[config.mk]
export PLATFORM = sky130hd
export DESIGN_NAME = sha3_work_sequencer
export DESIGN_NICKNAME = d
export VERILOG_FILES = /design/src/rtl/sha3_work_sequencer.sv
export SDC_FILE = /design/constraint.sdc
export NUM_CORES = 1
export LEC_CHECK = 0
export BUFFER_PORTS_ARGS = -buffer_cell sky130_fd_sc_hd__buf_2
export CAP_MARGIN = 40
export CORE_AREA = 2 2 589 591
export CTS_CLUSTER_SIZE = 40
export DETAILED_ROUTE_END_ITERATION = 16
export DIE_AREA = 0 0 591 593
export PLACE_DENSITY = 0.32
export SYNTH_ARGS = -nofsm -noshare
export SYNTH_HDL_FRONTEND = slang
export SYNTH_SLANG_ARGS = --single-unit
export TNS_END_PERCENT = 50
[constraint.sdc]
create_clock -name clk -period 31.4 [get_ports clk]
set_input_delay 3.14 -clock clk [delete_from_list [all_inputs] [get_ports clk]]
set_output_delay 3.14 -clock clk [all_outputs]
set_load 0.005 [all_outputs]
[src/rtl/sha3_work_sequencer.sv]
// Splits a nonce range into scanner-sized chunks, issues them one at a time and
// reports the first hit, an abort, or exhaustion of the range.
module sha3_work_sequencer #(
    parameter int INPUT_ELEMENTS = 20,
    parameter int NONCE_INDEX    = 19
) (
    input  logic                          clk,
    input  logic                          rst,
    input  logic                          job_valid,
    output logic                          job_ready,
    input  logic [32*INPUT_ELEMENTS-1:0]  job_blobby,
    input  logic [31:0]                   job_first,
    input  logic [31:0]                   job_last,
    input  logic                          abort,
    output logic                          scn_start,
    output logic [32*INPUT_ELEMENTS-1:0]  scn_blobby,
    input  logic                          scn_idle,
    input  logic                          scn_found,
    input  logic [31:0]                   scn_nonce,
    input  logic                          scn_evaluating,
    input  logic [31:0]                   scn_scan_count,
    output logic                          res_valid,
    input  logic                          res_ready,
    output logic                          res_found,
    output logic                          res_aborted,
    output logic [31:0]                   res_nonce,
    output logic [63:0]                   hash_count,
    output logic                          busy
);

    typedef enum logic [2:0] {
        S_IDLE,
        S_ISSUE,
        S_WAIT_LOW,
        S_WAIT_DONE,
        S_REPORT
    } state_t;

    state_t      state_q, state_d;
    logic [31:0] base_q, base_d;
    logic        abort_q, abort_d;
    logic        idle_q;
    logic [63:0] hash_q, hash_d;
    logic        res_found_q, res_found_d;
    logic        res_aborted_q, res_aborted_d;
    logic [31:0] res_nonce_q, res_nonce_d;
    logic [31:0] last_q;
    logic [31:0] step_q;
    logic [31:0] blob_q [INPUT_ELEMENTS];

    logic        accept;
    logic [32:0] next_base;
    logic [32:0] chunk_end;
    logic        exhausted;

    assign accept    = (state_q == S_IDLE) && job_valid;
    assign next_base = {1'b0, base_q} + {1'b0, step_q};
    assign chunk_end = next_base - 33'd1;
    // 33-bit arithmetic so a chunk touching 0xFFFF_FFFF ends the job instead of wrapping
    assign exhausted = (chunk_end >= {1'b0, last_q}) || next_base[32];

    always_comb begin
        state_d       = state_q;
        base_d        = base_q;
        res_found_d   = res_found_q;
        res_aborted_d = res_aborted_q;
        res_nonce_d   = res_nonce_q;
        case (state_q)
            S_IDLE: begin
                if (job_valid) begin
                    state_d = S_ISSUE;
                    base_d  = job_first;
                end
            end
            S_ISSUE: begin
                if (idle_q) begin
                    state_d = S_WAIT_LOW;
                end
            end
            S_WAIT_LOW: begin
                if (!scn_idle) begin
                    state_d = S_WAIT_DONE;
                end
            end
            S_WAIT_DONE: begin
                if (scn_idle) begin
                    if (scn_found) begin
                        state_d       = S_REPORT;
                        res_found_d   = 1'b1;
                        res_aborted_d = 1'b0;
                        res_nonce_d   = scn_nonce;
                    end else if (abort_q) begin
                        state_d       = S_REPORT;
                        res_found_d   = 1'b0;
                        res_aborted_d = 1'b1;
                        res_nonce_d   = 32'd0;
                    end else if (exhausted) begin
                        state_d       = S_REPORT;
                        res_found_d   = 1'b0;
                        res_aborted_d = 1'b0;
                        res_nonce_d   = 32'd0;
                    end else begin
                        state_d = S_ISSUE;
                        base_d  = next_base[31:0];
                    end
                end
            end
            S_REPORT: begin
                if (res_ready) begin
                    state_d = S_IDLE;
                end
            end
            default: state_d = S_IDLE;
        endcase
    end

    always_comb begin
        abort_d = abort_q;
        if (state_q == S_IDLE) begin
            if (job_valid) begin
                abort_d = 1'b0;
            end
        end else if (abort) begin
            abort_d = 1'b1;
        end
    end

    always_comb begin
        hash_d = hash_q;
        if (accept) begin
            hash_d = 64'd0;
        end else if ((state_q != S_IDLE) && scn_evaluating && (hash_q != {64{1'b1}})) begin
            hash_d = hash_q + 64'd1;
        end
    end

    always_ff @(posedge clk) begin
        if (rst) begin
            state_q       <= S_IDLE;
            base_q        <= 32'd0;
            abort_q       <= 1'b0;
            idle_q        <= 1'b0;
            hash_q        <= 64'd0;
            res_found_q   <= 1'b0;
            res_aborted_q <= 1'b0;
            res_nonce_q   <= 32'd0;
        end else begin
            state_q       <= state_d;
            base_q        <= base_d;
            abort_q       <= abort_d;
            idle_q        <= scn_idle;
            hash_q        <= hash_d;
            res_found_q   <= res_found_d;
            res_aborted_q <= res_aborted_d;
            res_nonce_q   <= res_nonce_d;
        end
    end

    // Job parameters need no reset: they are always written on accept before use
    always_ff @(posedge clk) begin
        if (accept) begin
            last_q <= job_last;
            step_q <= (scn_scan_count == 32'd0) ? 32'd1 : scn_scan_count;
            for (int i = 0; i < INPUT_ELEMENTS; i++) begin
                blob_q[i] <= job_blobby[32*i +: 32];
            end
        end
    end

    generate
        for (genvar gi = 0; gi < INPUT_ELEMENTS; gi++) begin : g_blob
            if (gi == NONCE_INDEX) begin : g_nonce
                assign scn_blobby[32*gi +: 32] = base_q;
            end else begin : g_word
                assign scn_blobby[32*gi +: 32] = blob_q[gi];
            end
        end
    endgenerate

    // Start is driven from the registered idle sample, never straight from scn_idle
    assign scn_start   = (state_q == S_ISSUE) && idle_q;
    assign job_ready   = (state_q == S_IDLE);
    assign busy        = (state_q != S_IDLE);
    assign res_valid   = (state_q == S_REPORT);
    assign res_found   = res_found_q;
    assign res_aborted = res_aborted_q;
    assign res_nonce   = res_nonce_q;
    assign hash_count  = hash_q;

endmodule

### After elaboration in Yosys (flattened, before gate mapping)

Memories as Yosys holds them, arrays and structs flattened.
Index checks and enable logic that the tools add are counted.

* flip-flop bits (word level): 199
* input bits: 776
* memories kept: 1
* output and inout bits: 742
* bits in writable memories: 640
* logic and storage cells: 72

* reduce and logical (&&, ||, !) cells: 16
* $add $sub $neg: 3
* equal/unequal tests: 13
* order comparisons: 1
* muxes and demuxes: 28

Memories
* blob_q: words 20, bits a word 32, rd ports 19, clocked after memory_dff 0, write ports 20, line 49 `logic [31:0] blob_q [INPUT_ELEMENTS];`

Operator list (number)
* $mux 32: 8
* $add 64x1->64 const B: 1
* $ne 64x64->1 const B: 1
* $pmux 32 s2: 1
* $add 32x32->33: 1
* $ge 33x32->1: 1
* $sub 33x1->33 const B: 1
* $logic_not 32->1: 1
* $mux 3: 8
* $pmux 3 s5: 1
* $ne 2x2->1 const B: 7
* $mux 1: 10
* $eq 3x2->1 const B: 2
* $reduce_and 6->1: 1
* $reduce_bool 3->1: 2
* $reduce_and 5->1: 1
* $logic_and 1x1->1: 4
* $reduce_bool 2->1: 2
* $eq 3x1->1 const B: 1
* $eq 3x3->1 const B: 1
* $logic_not 3->1: 1
* $reduce_and 3->1: 1
* $ne 2x1->1 const B: 1
* $reduce_and 2->1: 1
* 2 further kinds: 2

### Longest topological paths before layout

* depth in word-level cells: 9
* gate-level depth with buffers: 27
* gate-level depth less buffers: 26

### Least setup slack after synthesis

No wires, ideal clock.

* path type: in2reg
* from: in job_valid
* to: reg base_q[16]
* cell stages on the path: 5
* path slack: 8.114 ns
* path buffers: 1
* arrival: 23.153 ns
* data required time: 31.266 ns
* setup time: 0.134 ns
* path through: nand2_1 -> inv_1 -> clkbuf_1 -> o221ai_1 -> a21oi_1

* longest elaborated chain between the ends: 2

RTL lines
* start, declared: line 9 `input logic job_valid,`
* $ne 2x2->1 (no source line)
* $reduce_and 6->1 (no source line)
* end signal, assigned: line 149 `base_q <= base_d;`
* end, declared: line 40 `logic [31:0] base_q, base_d;`

No other way between the ends.
A chain may end at the register's enable or synchronous reset.

### Worst setup path after layout

* from: reg base_q[0]
* to: reg base_q[4]

* longest elaborated chain between the ends: 6
* elaborated cells on any way between the ends: 11
* classes of those cells: add/sub: 2; order compare: 1; eq/ne: 1; mux: 5; reduce/logical: 2

RTL lines
* $add 32x32->33 (*): line 57 `assign next_base = {1'b0, base_q} + {1'b0, step_q};`
* $sub 33x1->33 / $mux 32 (equally long branches): line 58, 97
* $ge 33x32->1 / $mux 32 (equally long branches): line 60, 92
* $logic_or 1x1->1 / $mux 32 (equally long branches): line 60, 87
* $ne 2x2->1 (no source line) / $mux 32 (equally long branches)
* $reduce_and 6->1 (no source line) / $pmux 32 s2 (equally long branches)

Every way passes the cells marked *; elsewhere a longest branch is shown, timed or not. The select of a mux whose other input is x is not followed.

==> summary.md <==
| Metric | Value |
|---|---|
| Post-synth EDFFs | `672` |
| Crit Path Category | `reg -> reg` |
| Gr ovfl total | `0` |
| H-tree levels | `3` |
| Pre-Repair DR Iteration Count | `5` |
| Final setup vio count | `0` |
| Post-CTS Resized | `0` |
| Hold path depth | `2` |
| Reg-to-reg startpoint | `base_q[0]$_SDFFE_PP0P_` |
| Worst-path fanout max | `31` |
| Worst-Skew Late Latency | `850 ps` |
| All-Layer GR Usage | `0.150` |
| Final Critical Period | `8010 ps` |
| Num rows | `216` |
| CTS root buffer | `clkbuf_16` |
| Setup bufs post-CTS | `0` |
| Die W | `591 um` |
| Largest net degree at the start of global routing | `114` |
| IR drop worst, VDD | `0.0460 mV` |
| Dpl ws | `23200 ps` |
| Wirelength per Cell | `33.2 um` |
| MaxCap Viol Count | `0` |
| Min-Delay Path Class | `reg -> reg` |
| Top FF cell, synth | `edfxtp_1` |
| Final #Nets | `4315` |
| Reg-to-Reg End | `base_q[4]$_SDFFE_PP0P_` |
| Synth top area cells | `edfxtp_1 (68%), dfxtp_1 (9.1%), ha_1 (2.8%), a21oi_1 (1.7%), nand2_1 (1.6%)` |
| Cell Area, Synth | `0.0299 mm2` |
| Hold-fix buffers, CTS | `0` |
| Tot Pwr | `3100 uW` |
| Mean Syn Cell Area | `15.4 um2` |
| Yosys warning count | `0` |
| Die Ht | `593 um` |
| Footprint of the multi-input gates | `0.00635 mm2` |
| Syn nets | `2783` |
| Post-synth top area share | `0.676` |
| DR vias/cell | `3.05` |
| TNS Setup | `0 ps` |
| Rel. slew slack | `0.408` |
| Initial Util | `0.0867` |
| RSZ-0062 raised after global routing | `no` |
| Final WL | `273 mm` |
| Commonest non-fill, non-tap cells in the layout | `buf_2 (1484), edfxtp_1 (672), dfxtp_1 (135), nand2_1 (125), clkbuf_16 (121)` |
| DRC Markers | `0` |
| Worst reg-to-reg setup slack | `23390 ps` |
| #FFs+latches synth | `807` |
| Critical Path Source Type | `flop` |
| Area post-placement | `0.0429 mm2` |
| Most common cell after layout, fill and taps aside | `buf_2` |
| Status | `complete, no violations` |
| Syn Inst Count | `1940` |
| Critical path capture point type | `flop` |
| CP Launch Point | `base_q[0]$_SDFFE_PP0P_` |
| Hold Startpoint | `res_nonce[13]$_SDFFE_PP0P_` |
| Power per cell area | `65.7 mW/mm2` |
| Share of layout cells above drive strength 1 | `0.487` |
| Unique cell type count in the Yosys netlist | `76` |
| Die area | `0.350 mm2` |
| Top cell type by total area after synthesis | `edfxtp_1` |
| Post-synth ARST share | `0` |
| Ports | `1518` |
| 1st-iter DRT viols | `1487` |
| FF+latch area | `0.0229 mm2` |
| Initial antenna violation count | `378` |
| # fillers | `38900` |
| Reg2reg path depth | `26` |
| Clk_skew | `73.5 ps` |
| Final hold viol count | `0` |
| Gp weighted congestion | `0.829` |
| First-pass GRT wire length | `326 mm` |
| Vias in the first global route | `24600` |
| Worst path arrival time | `8730 ps` |
| # clock sinks | `807` |
| Max Fclk | `0.125 GHz` |
| Detailed Place HPWL | `241 mm` |
| Clock Tree Buf Depth | `4` |
| # port buffers | `1485` |
| Crit path capture | `base_q[4]$_SDFFE_PP0P_` |
| Tcrit/Tclk final | `0.255` |
| Final instance area | `0.0471 mm2` |
| CTS tree | `built` |
| Core Area | `0.345 mm2` |
| Vias | `25100` |
| Sequential fraction of the synthesis area | `0.766` |
| Fin. max-slew vios | `0` |
| Layout overhead on the synthesized area | `57.8%` |
| CTS Buf Count | `118` |
| Leakage | `0.0180 uW` |
| Final setup margin | `23390 ps` |
| Antenna viol nets, final | `0` |
| Clock-pin slew of the registers on the worst-case setup and hold paths | `60 ps` |
| Required @ worst endpoint | `32120 ps` |
| Worst slew pin tran | `887 ps` |
==> through the flow <==
stage | util | hold slack (ps) | std cells
after CTS | 0.136 | 479 | 8148
after global routing | 0.136 | 495 | 8171
after global placement | 0.124 | 459 | 7924
after floorplan | - | 453 | 1940
after detailed placement | 0.125 | 469 | 7930
final | 0.137 | 473 | 8228
==> registers in the layout, indices dropped and copies added (netlist names), 3 cells and up <==
register    flops
hash_count     64
state_q         3
last_q         32
blob_q        608
res_nonce      32
step_q         32
base_q         32
==> critical path, stage by stage, from the launching register on <==
cell	delay, ps
dfxtp_1	350
ha_1	200
inv_1	60
fa_1	410
nand2b_2	230
a211oi_4	310
nor2_1	130
or3_1	390
o211ai_1	320
nand4_1	320
nor4_1	630
nand3b_1	280
nor2_1	230
nand2_1	90
xnor2_1	180
ha_1	210
a21o_1	170
a21o_1	170
a21oi_1	290
nand2b_1	100
a2111oi_0	490
o21ai_0	290
a211oi_1	660
and2_1	260
o31a_2	680
nor3_1	110
a311oi_1	290
==> final cells by class <==
class,count,area share
Clock inverter,78,0.0181
Clock buffer,140,0.0664
Antenna cell,80,0.00425
Timing Repair Buffer,1511,0.165
Sequential cell,807,0.486
Tap cell,4578,0.122
Multi-Input combinational cell,981,0.135
Inverter,53,0.00438
==> metal layers <==
metal	wire (um)	GRT usage	vias up
li1	-	-	10600
met3	41000	0.103	761
met2	139000	0.273	1513
met4	7630	0.0312	256
met5	1660	0	-
met1	84100	0.136	11900
==> report_power, final <==
part | switching (uW) | internal, uW | leakage, uW | total, uW
clock | 578 | 828 | 0.00192 | 1410
sequential | 27.1 | 1240 | 0.00749 | 1270
combinational | 288 | 133 | 0.00863 | 421
==> synth_stat cells (all sizes together), types with 47 or more instances <==
master,n
dfxtp,135
nor2,105
clkbuf,79
a21oi,106
xnor2,47
o21ai,77
ha,66
xor2,50
nand4,67
edfxtp,672
nor3,62
nand2,127
inv,53
==> cells by family (layout without fill, tap and decap cells) <==
family | after synthesis | count (layout) | share of synthesized area
simple gates | 524 | 524 | 0.0904
other cells | 0 | 80 | 0
flops | 807 | 807 | 0.766
fa+ha+maj | 67 | 67 | 0.0283
compound gates | 290 | 290 | 0.0642
buf+inv | 152 | 1782 | 0.0214
mux | 3 | 3 | 0.00101
xor+xnor | 97 | 97 | 0.0284
==> worst min-delay path by stage <==
stage / endpoint / slack (ps)
after floorplan: abort_q$_SDFFE_PP0P_ / 450
after global placement: res_nonce[14]$_SDFFE_PP0P_ / 460
after detailed placement: res_nonce[4]$_SDFFE_PP0P_ / 470
after CTS: res_nonce[24]$_SDFFE_PP0P_ / 480
after global routing: res_nonce[4]$_SDFFE_PP0P_ / 490
final: res_nonce[13]$_SDFFE_PP0P_ / 470
Note: power is estimated with default switching activity, not from simulation.
